## src/rtl/id_decode_fwd.sv

```systemverilog
// MIPS-subset instruction decode stage: register file, operand forwarding,
// load-use hazard stall, branch/jump redirect and a registered ID/EX output.
module id_decode_fwd #(
  parameter int XLEN = 32,
  parameter int NREG = 32,
  parameter int CNTW = 16,
  localparam int RAW = (NREG > 1) ? $clog2(NREG) : 1
) (
  input  logic            clk,
  input  logic            rst,
  // fetch side
  input  logic            in_valid,
  output logic            in_ready,
  input  logic [XLEN-1:0] in_pc4,
  input  logic [31:0]     in_instr,
  // register-file write port
  input  logic            wb_we,
  input  logic [RAW-1:0]  wb_addr,
  input  logic [XLEN-1:0] wb_data,
  // forwarding sources
  input  logic            ex_we,
  input  logic            ex_load,
  input  logic [RAW-1:0]  ex_addr,
  input  logic [XLEN-1:0] ex_data,
  input  logic            mem_we,
  input  logic [RAW-1:0]  mem_addr,
  input  logic [XLEN-1:0] mem_data,
  input  logic            flush,
  // control-flow redirect
  output logic            redirect_valid,
  output logic [XLEN-1:0] redirect_pc,
  // ID/EX stage
  output logic            out_valid,
  input  logic            out_ready,
  output logic [XLEN-1:0] out_rs,
  output logic [XLEN-1:0] out_rt,
  output logic [XLEN-1:0] out_imm,
  output logic [RAW-1:0]  out_waddr,
  output logic            out_reg_we,
  output logic            out_mem_we,
  output logic            out_mem_to_reg,
  output logic            out_alu_imm,
  output logic [CNTW-1:0] stall_cnt
);

  // Handshake: a transfer happens on a rising edge where valid && ready are
  // both high; valid never depends on ready, and an offered payload holds
  // until taken. flush overrides both sides for the cycle it is asserted.

  typedef struct packed {
    logic [XLEN-1:0] rs;
    logic [XLEN-1:0] rt;
    logic [XLEN-1:0] imm;
    logic [RAW-1:0]  waddr;
    logic            reg_we;
    logic            mem_we;
    logic            mem_to_reg;
    logic            alu_imm;
  } idex_t;

  localparam logic [5:0] OP_RTYPE = 6'h00;
  localparam logic [5:0] OP_J     = 6'h02;
  localparam logic [5:0] OP_JAL   = 6'h03;
  localparam logic [5:0] OP_BEQ   = 6'h04;
  localparam logic [5:0] OP_BNE   = 6'h05;
  localparam logic [5:0] OP_ADDI  = 6'h08;
  localparam logic [5:0] OP_ANDI  = 6'h0C;
  localparam logic [5:0] OP_ORI   = 6'h0D;
  localparam logic [5:0] OP_LW    = 6'h23;
  localparam logic [5:0] OP_SW    = 6'h2B;
  localparam logic [5:0] FN_JR    = 6'h08;

  // ---------------------------------------------------------------------
  // Field extraction
  // ---------------------------------------------------------------------
  logic [5:0]     op;
  logic [5:0]     funct;
  logic [15:0]    imm16;
  logic [RAW-1:0] rs_a;
  logic [RAW-1:0] rt_a;
  logic [RAW-1:0] rd_a;
  logic           unused_instr;

  assign op     = in_instr[31:26];
  assign funct  = in_instr[5:0];
  assign imm16  = in_instr[15:0];
  assign rs_a   = in_instr[21 +: RAW];
  assign rt_a   = in_instr[16 +: RAW];
  assign rd_a   = in_instr[11 +: RAW];
  assign unused_instr = ^in_instr;

  // ---------------------------------------------------------------------
  // Instruction class decode
  // ---------------------------------------------------------------------
  logic is_rtype, is_jr, is_addi, is_andi, is_ori, is_lw, is_sw;
  logic is_beq, is_bne, is_j, is_jal;
  logic dec_reg_we, dec_mem_we, dec_mem_to_reg, dec_alu_imm;
  logic reads_rs, reads_rt;
  logic [RAW-1:0]  dec_waddr;
  logic [XLEN-1:0] imm_sext;
  logic [XLEN-1:0] dec_imm;

  always_comb begin
    is_rtype = (op == OP_RTYPE) && (funct != FN_JR);
    is_jr    = (op == OP_RTYPE) && (funct == FN_JR);
    is_addi  = (op == OP_ADDI);
    is_andi  = (op == OP_ANDI);
    is_ori   = (op == OP_ORI);
    is_lw    = (op == OP_LW);
    is_sw    = (op == OP_SW);
    is_beq   = (op == OP_BEQ);
    is_bne   = (op == OP_BNE);
    is_j     = (op == OP_J);
    is_jal   = (op == OP_JAL);
  end

  always_comb begin
    dec_reg_we     = is_rtype | is_addi | is_andi | is_ori | is_lw | is_jal;
    dec_mem_we     = is_sw;
    dec_mem_to_reg = is_lw;
    dec_alu_imm    = is_addi | is_andi | is_ori | is_lw | is_sw;
    reads_rs       = !(is_j | is_jal);
    reads_rt       = is_rtype | is_sw | is_beq | is_bne;
    if (op == OP_RTYPE) begin
      dec_waddr = rd_a;
    end else if (is_jal) begin
      dec_waddr = RAW'(NREG - 1);
    end else begin
      dec_waddr = rt_a;
    end
    imm_sext = {{(XLEN-16){imm16[15]}}, imm16};
    if (is_andi | is_ori) begin
      dec_imm = {{(XLEN-16){1'b0}}, imm16};
    end else begin
      dec_imm = imm_sext;
    end
  end

  // ---------------------------------------------------------------------
  // Register file (write-through handled by the WB forwarding leg)
  // ---------------------------------------------------------------------
  logic [XLEN-1:0] rf_q [NREG];

  always_ff @(posedge clk or negedge rst) begin
    if (!rst) begin
      for (int i = 0; i < NREG; i++) begin
        rf_q[i] <= '0;
      end
    end else if (wb_we && (wb_addr != '0)) begin
      rf_q[wb_addr] <= wb_data;
    end
  end

  function automatic logic [XLEN-1:0] fwd_sel(
    input logic [RAW-1:0]  a,
    input logic [XLEN-1:0] rf_val,
    input logic            e_we,
    input logic            e_load,
    input logic [RAW-1:0]  e_addr,
    input logic [XLEN-1:0] e_data,
    input logic            m_we,
    input logic [RAW-1:0]  m_addr,
    input logic [XLEN-1:0] m_data,
    input logic            w_we,
    input logic [RAW-1:0]  w_addr,
    input logic [XLEN-1:0] w_data
  );
    logic [XLEN-1:0] v;
    if (a == '0)                             v = '0;
    else if (e_we && !e_load && e_addr == a) v = e_data;
    else if (m_we && m_addr == a)            v = m_data;
    else if (w_we && w_addr == a)            v = w_data;
    else                                     v = rf_val;
    return v;
  endfunction

  logic [XLEN-1:0] rs_val;
  logic [XLEN-1:0] rt_val;

  always_comb begin
    rs_val = fwd_sel(rs_a, rf_q[rs_a], ex_we, ex_load, ex_addr, ex_data,
                     mem_we, mem_addr, mem_data, wb_we, wb_addr, wb_data);
    rt_val = fwd_sel(rt_a, rf_q[rt_a], ex_we, ex_load, ex_addr, ex_data,
                     mem_we, mem_addr, mem_data, wb_we, wb_addr, wb_data);
  end

  // ---------------------------------------------------------------------
  // Hazard, handshake and redirect
  // ---------------------------------------------------------------------
  idex_t out_q, out_d;
  logic  out_valid_q, out_valid_d;
  logic  hazard;
  logic  accept;
  logic  taken;
  logic [XLEN-1:0] br_target;
  logic [XLEN-1:0] j_target;

  // A load in EX cannot forward yet, so any reader of its target must wait.
  assign hazard = ex_we && ex_load && (ex_addr != '0) &&
                  ((reads_rs && (ex_addr == rs_a)) ||
                   (reads_rt && (ex_addr == rt_a)));

  assign in_ready = rst && !flush && !hazard && (!out_valid_q || out_ready);
  assign accept   = in_valid && in_ready;

  always_comb begin
    taken     = (is_beq && (rs_val == rt_val)) ||
                (is_bne && (rs_val != rt_val)) ||
                is_j || is_jal || is_jr;
    br_target = in_pc4 + {imm_sext[XLEN-3:0], 2'b00};
    j_target  = {in_pc4[XLEN-1:28], in_instr[25:0], 2'b00};
    if (is_jr) begin
      redirect_pc = rs_val;
    end else if (is_j || is_jal) begin
      redirect_pc = j_target;
    end else begin
      redirect_pc = br_target;
    end
  end

  assign redirect_valid = accept && taken;

  // ---------------------------------------------------------------------
  // ID/EX output register
  // ---------------------------------------------------------------------
  always_comb begin
    out_d       = out_q;
    out_valid_d = out_valid_q;
    if (flush) begin
      out_valid_d = 1'b0;
    end else if (accept) begin
      out_valid_d      = 1'b1;
      out_d.rs         = is_jal ? in_pc4 : rs_val;
      out_d.rt         = is_jal ? '0 : rt_val;
      out_d.imm        = dec_imm;
      out_d.waddr      = dec_waddr;
      out_d.reg_we     = dec_reg_we;
      out_d.mem_we     = dec_mem_we;
      out_d.mem_to_reg = dec_mem_to_reg;
      out_d.alu_imm    = dec_alu_imm;
    end else if (out_ready) begin
      out_valid_d = 1'b0;
    end
  end

  always_ff @(posedge clk or negedge rst) begin
    if (!rst) begin
      out_q       <= '0;
      out_valid_q <= 1'b0;
    end else begin
      out_q       <= out_d;
      out_valid_q <= out_valid_d;
    end
  end

  // ---------------------------------------------------------------------
  // Load-use stall counter (saturating)
  // ---------------------------------------------------------------------
  logic [CNTW-1:0] stall_cnt_q, stall_cnt_d;

  always_comb begin
    stall_cnt_d = stall_cnt_q;
    if (in_valid && hazard && !flush && (stall_cnt_q != '1)) begin
      stall_cnt_d = stall_cnt_q + 1'b1;
    end
  end

  always_ff @(posedge clk or negedge rst) begin
    if (!rst) begin
      stall_cnt_q <= '0;
    end else begin
      stall_cnt_q <= stall_cnt_d;
    end
  end

  assign out_valid      = out_valid_q;
  assign out_rs         = out_q.rs;
  assign out_rt         = out_q.rt;
  assign out_imm        = out_q.imm;
  assign out_waddr      = out_q.waddr;
  assign out_reg_we     = out_q.reg_we;
  assign out_mem_we     = out_q.mem_we;
  assign out_mem_to_reg = out_q.mem_to_reg;
  assign out_alu_imm    = out_q.alu_imm;
  assign stall_cnt      = stall_cnt_q;

endmodule

```

## config.mk

```make
export PLATFORM = sky130hd
export DESIGN_NAME = id_decode_fwd
export DESIGN_NICKNAME = d
export VERILOG_FILES = /design/src/rtl/id_decode_fwd.sv
export SDC_FILE = /design/constraint.sdc
export NUM_CORES = 2
export LEC_CHECK = 0
export ABC_CLOCK_PERIOD_IN_PS = 6000
export CELL_PAD_IN_SITES_DETAIL_PLACEMENT = 2
export CELL_PAD_IN_SITES_GLOBAL_PLACEMENT = 2
export CORE_UTILIZATION = 28
export CTS_BUF_LIST = sky130_fd_sc_hd__clkbuf_4
export DETAILED_ROUTE_END_ITERATION = 12
export HOLD_SLACK_MARGIN = 0.08
export PLACE_DENSITY = 0.53
export SYNTH_ARGS = -nofsm -noshare
export SYNTH_HDL_FRONTEND = slang
export SYNTH_SLANG_ARGS = --single-unit
```

## constraint.sdc

```tcl
create_clock -name clk -period 6 [get_ports clk]
set_input_delay 0.6 -clock clk [delete_from_list [all_inputs] [get_ports clk]]
set_output_delay 0.6 -clock clk [all_outputs]
set_load 0.01 [all_outputs]
```

==> summary.md <==
| Metric | Value |
|---|---|
| Drc violations | 0 |
| Clock-pin slew on the worst setup and hold paths | 0.07 ns |
| CTS sink count | around 1100 |
| Top Ports | 340 |
| TritonCTS clock tree | done |
| Critical Path AT | 5.48 ns |
| Die X | 480 µm |
| GP Congestion | 0.936 |
| M1 GR Usage | 0.355 |
| Post-route insts no fill | a little under 9000 |
| Yosys top cell area share | 0.442 |
| Layout cell share with drive strength beyond 1 | 0.473 |
| Crit. End Element | output pin |
| Synth cell count leaders | 1131 x dfrtp_1, 1023 x mux2_2, 482 x mux4_2 |
| Post-synth net total | 4975 |
| First-pass GRT wire length | approximately 440000 µm |
| Routed WL | ~320000 µm |
| Row cnt | 175 |
| DRT iter0 DRCs | between 3000 and 4000 |
| Unrepaired setup endpoints after global routing | yes |
| Worst VDD drop | 0.161 mV |
| Mean post-synth cell area | 13.4 µm² |
| GR Util met3 | 0.0486 |
| Sequential share of power | 0.415 |
| Synth area leader | dfrtp_1 |
| Hold Path Class | input port to register |
| Fin. Hold Viols | 0 |
| Fin crit period | 6.08 ns |
| Final setup violation count | 1 |
| Vias in the first global route | 53700 |
| Syn. warnings | 0 |
| Post-synthesis sequential area ratio | 0.442 |
| Worst clock skew | 0.137 ns |
| Wirelength per Cell | 35.6 µm |
| DR vias | between 40000 and 50000 |
| Worst setup margin | -0.0833 ns |
| GRT busiest layer | met2 |
| Core box area | 0.227 mm² |
| Initial antenna violation count | 25 |
| Max Transition Viols Final | 0 |
| Max Cap Violations | 0 |
| Synth cell types | 89 |
| Post-Synthesis Cells | around 4800 |
| Initial Utilization | 0.281 |
| Fin Hold WS | 0.202 ns |
| Ranking of synthesized cells by area | dfrtp_1 44%, mux2_2 18%, mux4_2 17% |
| Worst-path maximum fanout | 3 |
| Fraction of registers with async set/reset | 1.00 |
| Critical path class | register to output pin |
| Top_reg_cell synth | dfrtp_1 |
| P&R area growth vs syn | 24.3% |
| Post-synth EDFFs | 0 |
| Worst-margin pin slew | between 1 and 1.5 ns |
| Drt first pass iters | 5 |
| Grt ovf | 0 |
| Number of CTS-inserted buffers | 359 |
| Max Buffers Root-to-Sink | 4 |
| Count leader, synth | dfrtp_1 |
| Leak pwr | 0.0343 µW |
| Failing checks | setup timing |
| Largest net degree at the start of global routing | 162 |
| Switching Share | 0.324 |
| Detail Route Antenna Nets | 0 |
| Seq cells post-synth | 1131 |
| All-Layer GR Usage | 0.274 |
| Outcome | finished with violations |
| Cell area after synthesis | around 0.064 mm² |
| Fin Setup TNS | -0.0833 ns |
| Switching power | 7960 µW |
| Clock share of power | 0.314 |
| Die area | 0.230 mm² |
| Met2 layer usage reported by global route | 0.443 |
| Nets | 5841 |
| Post-DR vias/cell | 5.56 |
| Slew HR | 0.197 |
| Clock latency on the worst-skew pair | 1.43 ns |
| Root Buffer | clkbuf_4 |
| CP Launch Type | register |
| WP data required | 5.40 ns |
| Crit share post-route | 1.01 |
| Placed cells | 8197 |
| Pwr dens | between 300 and 400 mW/mm² |
| Largest Register | rf_q |
| Max Clock Freq | between 0.15 and 0.2 GHz |
| Combinational share of power | 0.271 |
| Largest register FFs | 1024 |
| Chip Height | 480 µm |
| PortBufs | 339 |
| H-tree levels | 5 |
| HPWL Detailed | about 220000 µm |
| P_int | 16600 µW |
path summary, 6_finish.rpt:
check / start / endpoint / slack (ns) / cells past startpoint
setup / recovery: rf_q[880] / redirect_valid / -0.08 / 14
hold / removal: in_instr[4] / out_imm[4] / 0.20 / 3
setup reg to reg: rf_q[330] / out_rs[10] / 2.29 / 19
hold reg to reg: rf_q[999] / rf_q[999] / 0.40 / 0
max in group asynchronous: rst / rf_q[967] / 3.71 / 5
min in group asynchronous: rst / stall_cnt[13] / 0.39 / 4
power by group through the flow:
stage | clock (µW) | sequential [µW] | combinational, µW
floorplan | 0 | 9920 | 3750
global placement | 0 | 10200 | 6390
detailed placement | 0 | 10300 | 6520
CTS | 8040 | 10200 | 6670
global route | 8410 | 10400 | 7030
finish | 7730 | 10200 | 6670
final cells by class:
type                    instances  area [µm²]
flip-flops and latches       1131       28300
multi-input cells            3097       33500
clock inverters                87         417
inverters                      23        87.6
well taps                    3009        3760
repair buffers               1014        9600
fillers                     23400      148000
clock buffers                 506        3800
diodes                         11        27.5
per-stage QoR:
stage / power [µW] / setup WS (ns) / util / area [µm²]
2_1_floorplan: 13700 / 1.39 / - / 64000
3_3_place_gp: 16600 / -1.14 / 0.327 / 74300
3_5_place_dp: 16800 / -0.571 / 0.327 / 74300
4_1_cts: 24900 / -0.162 / 0.349 / 79400
5_1_grt: 25800 / -0.243 / 0.350 / 79500
6_report: 24600 / -0.0833 / 0.350 / 79500
per-layer routing:
metal | vias up | part of all wire
li1 | 20200 | -
met2 | 1662 | 0.47
met1 | 27000 | 0.43
met3 | 555 | 0.052
met5 | - | 0.00032
met4 | 16 | 0.050
placed cells by master (no fill, tap or decap), types with 64 or more instances in the layout:
| master | n |
|---|---|
| dfrtp_1 | 1131 |
| mux2_2 | 1023 |
| buf_4 | 540 |
| clkbuf_4 | 506 |
| mux4_2 | 482 |
| clkdlybuf4s50_1 | 324 |
| nand2_1 | 188 |
| mux2i_1 | 172 |
| o21ai_0 | 118 |
| a21oi_1 | 106 |
| nor2_1 | 99 |
| buf_12 | 77 |
| clkinv_1 | 75 |
| a22oi_1 | 64 |
worst max-delay path: stages (launching register included):
cell	delay (ns)
dfrtp_1	0.41
mux4_2	0.26
a22o_1	0.13
a211oi_1	0.05
buf_4	0.14
a211oi_2	0.74
o21ai_1	0.26
xor2_1	0.22
nor3b_2	0.25
o2111ai_2	0.16
or4_4	0.46
or3_4	0.41
a211o_1	0.28
a21oi_2	0.15
buf_2	0.16
cells by family (layout without fill, tap and decap cells):
| family | after synthesis | in the layout | synth area share |
|---|---|---|---|
| multiplexers | 1682 | 1682 | 0.377 |
| flip-flops | 1131 | 1131 | 0.442 |
| AO/OA/AOI/OAI | 690 | 690 | 0.0742 |
| AND/OR/NAND/NOR | 617 | 617 | 0.0470 |
| buffers and inverters | 532 | 1630 | 0.0423 |
| XOR/XNOR | 77 | 77 | 0.0107 |
| adder cells (fa/ha/maj) | 31 | 31 | 0.00618 |
| other | 0 | 11 | 0 |
timing repair:
| action | in CTS | in global routing |
|---|---|---|
| pin swaps | 23 | 3 |
| setup endpoints to repair | 1 | 5 |
| hold buffers | 59 | 0 |
| resized for setup | 47 | 7 |
| hold endpoints to repair | 548 | 0 |
| buffers inserted | 18 | 1 |
Note: power is estimated with default switching activity, not from simulation.
